[config.mk]
export PLATFORM = sky130hd
export DESIGN_NAME = oled_frame_sequencer
export DESIGN_NICKNAME = d
export VERILOG_FILES = /design/src/rtl/oled_frame_sequencer.sv
export SDC_FILE = /design/constraint.sdc
export NUM_CORES = 1
export LEC_CHECK = 0
export ABC_AREA = 1
export CAP_MARGIN = 20
export CORE_ASPECT_RATIO = 0.8
export CORE_MARGIN = 2
export CORE_UTILIZATION = 53
export DETAILED_ROUTE_END_ITERATION = 7
export PLACE_DENSITY = 0.87
export SYNTH_ARGS = -nofsm -noshare
export SYNTH_HDL_FRONTEND = slang
export SYNTH_SLANG_ARGS = --single-unit
export TNS_END_PERCENT = 20
[constraint.sdc]
create_clock -name clk -period 1.7 [get_ports clk]
set_input_delay 0.34 -clock clk [delete_from_list [all_inputs] [get_ports clk]]
set_output_delay 0.34 -clock clk [all_outputs]
set_load 0.01 [all_outputs]
[src/rtl/oled_frame_sequencer.sv]
// SSD1306 128x64 refresh sequencer: power-up wait, init stream,
// then per-frame addressing preamble plus 1024 display bytes.
module oled_frame_sequencer #(
  parameter logic [23:0] PWR_WAIT = 24'd1_000_000,
  parameter int          RD_LAT   = 1
) (
  input  logic       clk,
  input  logic       rst_n,
  input  logic       refresh_en,
  output logic [9:0] byte_counter,
  input  logic [7:0] pixel_data,
  output logic       tx_valid,
  output logic [7:0] tx_data,
  output logic       tx_dc,
  input  logic       tx_ready,
  output logic       frame_done,
  output logic       busy
);

  localparam logic [2:0] S_PWR   = 3'd0;
  localparam logic [2:0] S_INIT  = 3'd1;
  localparam logic [2:0] S_ADDR  = 3'd2;
  localparam logic [2:0] S_IDLE  = 3'd3;
  localparam logic [2:0] S_FETCH = 3'd4;
  localparam logic [2:0] S_SEND  = 3'd5;

  localparam int FW = (RD_LAT < 1) ? 1 : $clog2(RD_LAT + 1);
  localparam logic [FW-1:0] F_LAST = FW'(RD_LAT);
  localparam logic [23:0]   P_LAST = PWR_WAIT - 24'd1;

  logic [2:0]    state;
  logic [23:0]   pcnt;
  logic [4:0]    idx;
  logic [FW-1:0] fcnt;
  logic          acc;

  assign acc  = tx_valid && tx_ready;
  assign busy = (state != S_IDLE);

  function automatic logic [7:0] init_rom(input logic [4:0] i);
    logic [7:0] b;
    case (i)
      5'd0:  b = 8'hAE;
      5'd1:  b = 8'hD5;
      5'd2:  b = 8'h80;
      5'd3:  b = 8'hA8;
      5'd4:  b = 8'h3F;
      5'd5:  b = 8'hD3;
      5'd6:  b = 8'h00;
      5'd7:  b = 8'h40;
      5'd8:  b = 8'h8D;
      5'd9:  b = 8'h14;
      5'd10: b = 8'h20;
      5'd11: b = 8'h00;
      5'd12: b = 8'hA1;
      5'd13: b = 8'hC8;
      5'd14: b = 8'hDA;
      5'd15: b = 8'h12;
      5'd16: b = 8'h81;
      5'd17: b = 8'hCF;
      5'd18: b = 8'hD9;
      5'd19: b = 8'hF1;
      5'd20: b = 8'hDB;
      5'd21: b = 8'h40;
      5'd22: b = 8'hA4;
      5'd23: b = 8'hA6;
      5'd24: b = 8'hAF;
      default: b = 8'h00;
    endcase
    return b;
  endfunction

  // Column 0..127, page 0..7 window for horizontal addressing
  function automatic logic [7:0] addr_rom(input logic [2:0] i);
    logic [7:0] b;
    case (i)
      3'd0: b = 8'h21;
      3'd1: b = 8'h00;
      3'd2: b = 8'h7F;
      3'd3: b = 8'h22;
      3'd4: b = 8'h00;
      3'd5: b = 8'h07;
      default: b = 8'h00;
    endcase
    return b;
  endfunction

  always_ff @(posedge clk or negedge rst_n) begin
    if (!rst_n) begin
      state        <= S_PWR;
      pcnt         <= '0;
      idx          <= '0;
      fcnt         <= '0;
      byte_counter <= '0;
      tx_valid     <= 1'b0;
      tx_data      <= 8'h00;
      tx_dc        <= 1'b0;
      frame_done   <= 1'b0;
    end else begin
      frame_done <= 1'b0;
      unique case (state)
        S_PWR: begin
          if (pcnt == P_LAST) begin
            state    <= S_INIT;
            idx      <= '0;
            tx_valid <= 1'b1;
            tx_data  <= init_rom(5'd0);
            tx_dc    <= 1'b0;
          end else begin
            pcnt <= pcnt + 24'd1;
          end
        end
        S_INIT: begin
          if (acc) begin
            if (idx == 5'd24) begin
              state    <= S_IDLE;
              tx_valid <= 1'b0;
            end else begin
              idx     <= idx + 5'd1;
              tx_data <= init_rom(idx + 5'd1);
            end
          end
        end
        S_IDLE: begin
          if (refresh_en) begin
            state    <= S_ADDR;
            idx      <= '0;
            tx_valid <= 1'b1;
            tx_data  <= 8'h21;
            tx_dc    <= 1'b0;
          end
        end
        S_ADDR: begin
          if (acc) begin
            if (idx == 5'd5) begin
              state        <= S_FETCH;
              fcnt         <= '0;
              byte_counter <= '0;
              tx_valid     <= 1'b0;
            end else begin
              idx     <= idx + 5'd1;
              tx_data <= addr_rom(idx[2:0] + 3'd1);
            end
          end
        end
        S_FETCH: begin
          if (fcnt == F_LAST) begin
            state    <= S_SEND;
            tx_data  <= pixel_data;
            tx_dc    <= 1'b1;
            tx_valid <= 1'b1;
          end else begin
            fcnt <= fcnt + 1'b1;
          end
        end
        S_SEND: begin
          if (acc) begin
            if (byte_counter == 10'd1023) begin
              frame_done   <= 1'b1;
              byte_counter <= '0;
              // Chain straight into the next preamble when refreshing
              if (refresh_en) begin
                state    <= S_ADDR;
                idx      <= '0;
                tx_valid <= 1'b1;
                tx_data  <= 8'h21;
                tx_dc    <= 1'b0;
              end else begin
                state    <= S_IDLE;
                tx_valid <= 1'b0;
              end
            end else begin
              byte_counter <= byte_counter + 10'd1;
              fcnt         <= '0;
              tx_valid     <= 1'b0;
              state        <= S_FETCH;
            end
          end
        end
        default: state <= S_PWR;
      endcase
    end
  end

endmodule
; ---- Yosys cells after proc, flatten, opt, wreduce, memory -nomap -nowiden
; Memories as Yosys holds them, arrays and structs flattened.
; Cells that the tools add are included.
; W data, S select, Z words.
[word_totals]
ff_bits = 54
elab_cells = 116
input_bits = 12
out_inout_bits = 22
n_memories = 1
romBits = 256
[mem_list]
columns = name, words, width, rd, rd_clocked_by_memory_dff, wr, line
row1 = (no name shown), 32, 8, 1, 0, 0, 42  ; case (i)
[op_classes]
add_sub_neg = 5
eq_ne = 25
muxes = 59
reduce_logical = 16
bitwise = 1
[ops]
columns = operator, count
row1 = $mux W8, 9
row2 = $pmux W8 S6, 1
row3 = $mux W10, 4
row4 = $mux W5, 8
row5 = $pmux W7 S4, 1
row6 = $mux W3, 9
row7 = $pmux W5 S5, 1
row8 = $add A24 B1 Y24 const B, 1
row9 = $eq A24 B20 Y1 const B, 1
row10 = $ne A2 B2 Y1 const B, 12
row11 = $mux W1, 21
row12 = $pmux W10 S2, 1
row13 = $pmux W3 S6, 1
row14 = $reduce_and A9 Y1, 2
row15 = $reduce_and A8 Y1, 2
row16 = $eq A3 B2 Y1 const B, 4
row17 = $add A10 B1 Y10 const B, 1
row18 = $eq A10 B10 Y1 const B, 1
row19 = $reduce_and A5 Y1, 2
row20 = $eq A3 B3 Y1 const B, 3
row21 = $logic_not A3 Y1, 2
row22 = $pmux W1 S6, 1
row23 = $reduce_bool A6 Y1, 1
row24 = $add A5 B1 Y5 const B, 1
row25 = 16 further kinds, 16

; ---- Depth between registers and ports, before layout
[logic_depth]
word_depth = 6
mapped_depth = 13
ltp_nobuf = 13

; ---- Least setup slack after synthesis
; Ideal clock, no wire load.
[synth_timing]
path_kind = reg-to-reg
startpoint = register byte_counter[0]
endpoint = register tx_data[1]
n_path_buf = 0
t_required_ps = 1583
slack_ps = -22
path_stages_with_launch = 11
synth_period_minus_slack_ps = 1722
setup_ps = 117
arrival_ps = 1605
cell_sequence = dfrtp_1 ha_1 inv_1 nor2_2 nand3_2 nand2_2 nand2_1 a21oi_4 nand3_1 nor2_1 nor2_1
[synth_via]
elab_chain_len = 3
[synth_lines]
columns = item, line
row1 = start: declaration, 10  ; output logic [9:0] byte_counter,
row2 = start signal: assignment, 173  ; byte_counter <= byte_counter + 10'd1;
row3 = $eq A10 B10 Y1, 158  ; if (byte_counter == 10'd1023) begin
row4 = $ne A2 B2 Y1 (no line), -
row5 = $reduce_and A9 Y1 (no line), -
row6 = end signal: assignment, 120  ; tx_data <= init_rom(idx + 5'd1);
row7 = end signal: assignment, 142  ; tx_data <= addr_rom(idx[2:0] + 3'd1);
row8 = end signal: assignment, 149  ; tx_data <= pixel_data;
row9 = end: declaration, 13  ; output logic [7:0] tx_data,
; Every way passes these cells.
; A chain may end at the register's enable or synchronous reset.

; ---- Final worst setup path
[layout_timing]
startpoint = register idx[1]
endpoint = register byte_counter[4]
[layout_via]
elab_chain_len = 3
[layout_lines]
columns = item, line
row1 = start: declaration, 33  ; logic [4:0] idx;
row2 = start signal: assignment, 119  ; idx <= idx + 5'd1;
row3 = start signal: assignment, 141  ; idx <= idx + 5'd1;
row4 = $eq A5 B3 Y1, 135  ; if (idx == 5'd5) begin
row5 = $ne A2 B2 Y1 (no line), -
row6 = $reduce_and A4 Y1 (no line), -
; Every way passes these cells.

==> impl_results.rst <==
.. list-table::
   :header-rows: 1

   * - Metric
     - Value
   * - Result of the run
     - complete, but fails checks
   * - Failing checks
     - negative setup slack
   * - Final routed DRC violation total
     - 0
   * - Most used standard cell by instance count after synthesis
     - nand2_1
   * - Clock sink count
     - 54
   * - Critical path buffer and inverter count
     - 2
   * - Horizontal die dimension
     - 97.9 um
   * - Vias/cell
     - 5.35
   * - Critical path type
     - flop to flop
   * - Via count of the first global-routing pass
     - 3728
   * - Post-synth EDFFs
     - 0
   * - Deepest clock path buffer count
     - 2
   * - N_diodes
     - 0
   * - Kind of end point of the critical path
     - flop
   * - Most used flip-flop cell after synthesis
     - dfrtp_1
   * - Clock slew seen by the registers of the worst setup and hold paths
     - 0.10 ns
   * - Synth area leaders
     - dfrtp_1, nand2_1, nor2_1
   * - Total Nets Final
     - 661
   * - Largest area contributor in the netlist
     - dfrtp_1
   * - Sequential cell area in the final layout
     - 1360 um2
   * - Fraction of the core area covered by cells at the end of the flow
     - 72.2%
   * - Crit path launch type
     - flop
   * - Relative slew slack
     - 75.6%
   * - Count of input and output buffers
     - 33
   * - Number of ports placed on the die boundary
     - 34
   * - Final worst setup slack
     - -0.100 ns
   * - Number of antenna violations at the first check in global routing
     - 0
   * - Fin cells
     - 729
   * - Global-route usage over all layers
     - 25.3%
   * - Number of max-cap violations
     - 0
   * - Critical-path cell list
     - inv_2 > ha_4 > nand2_4 > nor3_4 > nand2_2 > nand2_2 > nand2_4 > buf_12 > nor3_4 > a21oi_2 > nor2_1
   * - Post-Syn Nets
     - 569
   * - Post-route fraction of the period consumed by the critical path
     - 106%
   * - Starting Density
     - 54.5%
   * - RD Place Congestion
     - 0.957
   * - Worst slew pin tran
     - 0.363 ns
   * - Detailed-router iteration count before antenna repair
     - 5
   * - Number of vias after detailed routing
     - 3901
   * - Die boundary height
     - 79.1 um
   * - Total power density per cell area
     - 1370 nW/um2
   * - Setup total negative slack
     - -0.685 ns
   * - Gate count of the mapped netlist
     - 549
   * - Count of antenna-violating nets left after detailed routing
     - 0
   * - Detailed Place HPWL
     - 7210 um
   * - Num rows
     - 27
   * - Placed Cells
     - 713
   * - Final hold vios
     - 0
   * - Worst VDD drop
     - 0.000721 V
   * - Wire length after detailed routing
     - 10100 um
   * - Number of different library cells in the post-synthesis netlist
     - 35
   * - Data required time of the critical path
     - 1.95 ns
   * - H-tree levels
     - 2
   * - Core area
     - 6860 um2
   * - Max-slew violation total from the final report
     - 0
   * - Maximum single-stage delay on the critical path
     - 0.42 ns
   * - Total area of multi-input combinational cells
     - 2340 um2
   * - Fmax
     - 555 MHz
   * - Highest fanout seen on the critical path
     - 5
   * - Clock network latency to the later pin of the worst-skew pair
     - 0.32 ns
   * - Fraction of registers with async set/reset
     - 100%
   * - Total Die Area
     - 7740 um2
   * - Average cell area after synthesis
     - 6.81 um2
   * - Sequential-to-total area share from yosys stat
     - 36.2%
   * - Worst path top cell family by delay
     - simple AND/OR/NAND/NOR gates
   * - Fillers
     - 518
   * - Shortest clock period the worst path allows after layout
     - 1.80 ns
   * - Setup repair after global routing missed its margin
     - true
   * - Layout cell share with drive strength beyond 1
     - 24.5%
   * - Crit path DAT
     - 2.05 ns
   * - Post-synth top cells
     - nand2_1, nor2_1, dfrtp_1
   * - TritonCTS Buffers
     - 5
   * - Max stage delay cell, worst path
     - dfrtp_1
   * - Leakage component of the power
     - 2.49 nW
   * - Number of warning messages in the yosys log
     - 0
   * - Flop and latch count out of synthesis
     - 54
   * - Routed len/inst
     - 13.8 um
   * - Area grow syn2layout
     - 32.4%
   * - Share of the synthesized area in the top cell type
     - 36.2%
   * - Worst slack at placement
     - -0.156 ns
   * - Clk root buf
     - clkbuf_8
   * - First-pass GRT wire length
     - 16200 um
   * - Final hold slack
     - 0.00408 ns
   * - Iter 0 DRT Violations
     - 271
   * - Largest net degree at the start of global routing
     - 55
   * - Clock tree from TritonCTS
     - done
   * - Min-delay worst type
     - primary input to async pin
   * - Final setup violating endpoints
     - 23
   * - Clk_skew
     - 0.00768 ns
   * - Netlist area before placement
     - 3740 um2
   * - Hold-fix buffers at CTS
     - 0
   * - Overflow left after global routing
     - 0
[final timing paths]
check,from,to,slack (ns),cells past startpoint
worst max register to register,idx[1],byte_counter[4],-0.10,11
min in group clk,tx_dc,tx_dc,0.49,2
worst min register to register,tx_dc,tx_dc,0.49,2
worst min-delay path,rst_n,byte_counter[9],0.004,2
max in group asynchronous,rst_n,state[0],1.45,2
worst max-delay path,idx[1],byte_counter[4],-0.10,11
[report_power, final]
group / internal [mW] / total (mW) / switching, mW
Sequential: 1.61 / 1.94 / 0.325
Combinational: 1.68 / 4.08 / 2.40
Clock: 0.296 / 0.754 / 0.458
[cell families (layout without fill, tap and decap cells)]
family,after synthesis,count (layout),share of synthesized area [%]
xor+xnor,25,25,5.86
flops,54,54,36.2
compound gates,47,47,6.96
fa+ha+maj,8,8,2.68
simple gates,351,351,41.2
buf+inv,64,157,7.10
[state kept, by name, indices dropped and copies added (netlist names)]
register and cells:
pcnt 24, byte_counter 10, tx_data 8, idx 5, state 3, fcnt 1, frame_done 1, tx_dc 1
tx_valid 1
[metal layers]
metal | vias up | share of wire, % | GRT usage, %
li1 | 1929 | - | -
met1 | 1821 | 45 | 35.8
met2 | 133 | 47 | 40.8
met3 | 18 | 5.4 | 3.17
met4 | 0 | 1.7 | 7.92
met5 | - | 0 | 0
[what timing repair did]
item,4_1_cts,5_1_grt
pin swaps,2,19
cloned,0,1
buffers inserted,2,5
setup endpoints to repair,28,51
resized for setup,18,58
[per-stage QoR]
| step | power [mW] | cell area (um2) |
|---|---|---|
| finish | 6.77 | 4950 |
| global route | 7.33 | 4950 |
| CTS | 6.43 | 4690 |
| detailed placement | 5.58 | 4540 |
| global placement | 5.46 | 4540 |
| floorplan | 4.22 | 3740 |
[cells in the final DEF (no fill, tap or decap), types with 3 or more instances in the layout]
cell,instances
nand2_1,187
nor2_1,60
buf_4,55
dfrtp_1,48
inv_1,38
nand3_1,28
clkdlybuf4s50_1,27
nand2_2,19
xor2_1,16
o21ai_1,16
inv_2,13
nand4_1,13
nand3_2,9
nor3_1,9
o21ai_0,9
nand2_4,8
a21oi_1,8
xnor2_1,8
nor2_4,6
dfrtp_2,6
clkbuf_8,5
nor2_2,4
a21oi_2,4
ha_1,4
nor3_4,3
dlymetal6s2s_1,3
[area by class of cell]
| cell class | count | share of cell area [%] |
|---|---|---|
| Timing Repair Buffer | 93 | 16.8 |
| Clock inverter | 3 | 0.480 |
| Inverter | 56 | 4.47 |
| Tap cell | 87 | 2.20 |
| Multi-Input combinational cell | 431 | 47.2 |
| Clock buffer | 5 | 1.39 |
| Sequential cell | 54 | 27.5 |
Note: power is estimated with default switching activity, not from simulation.
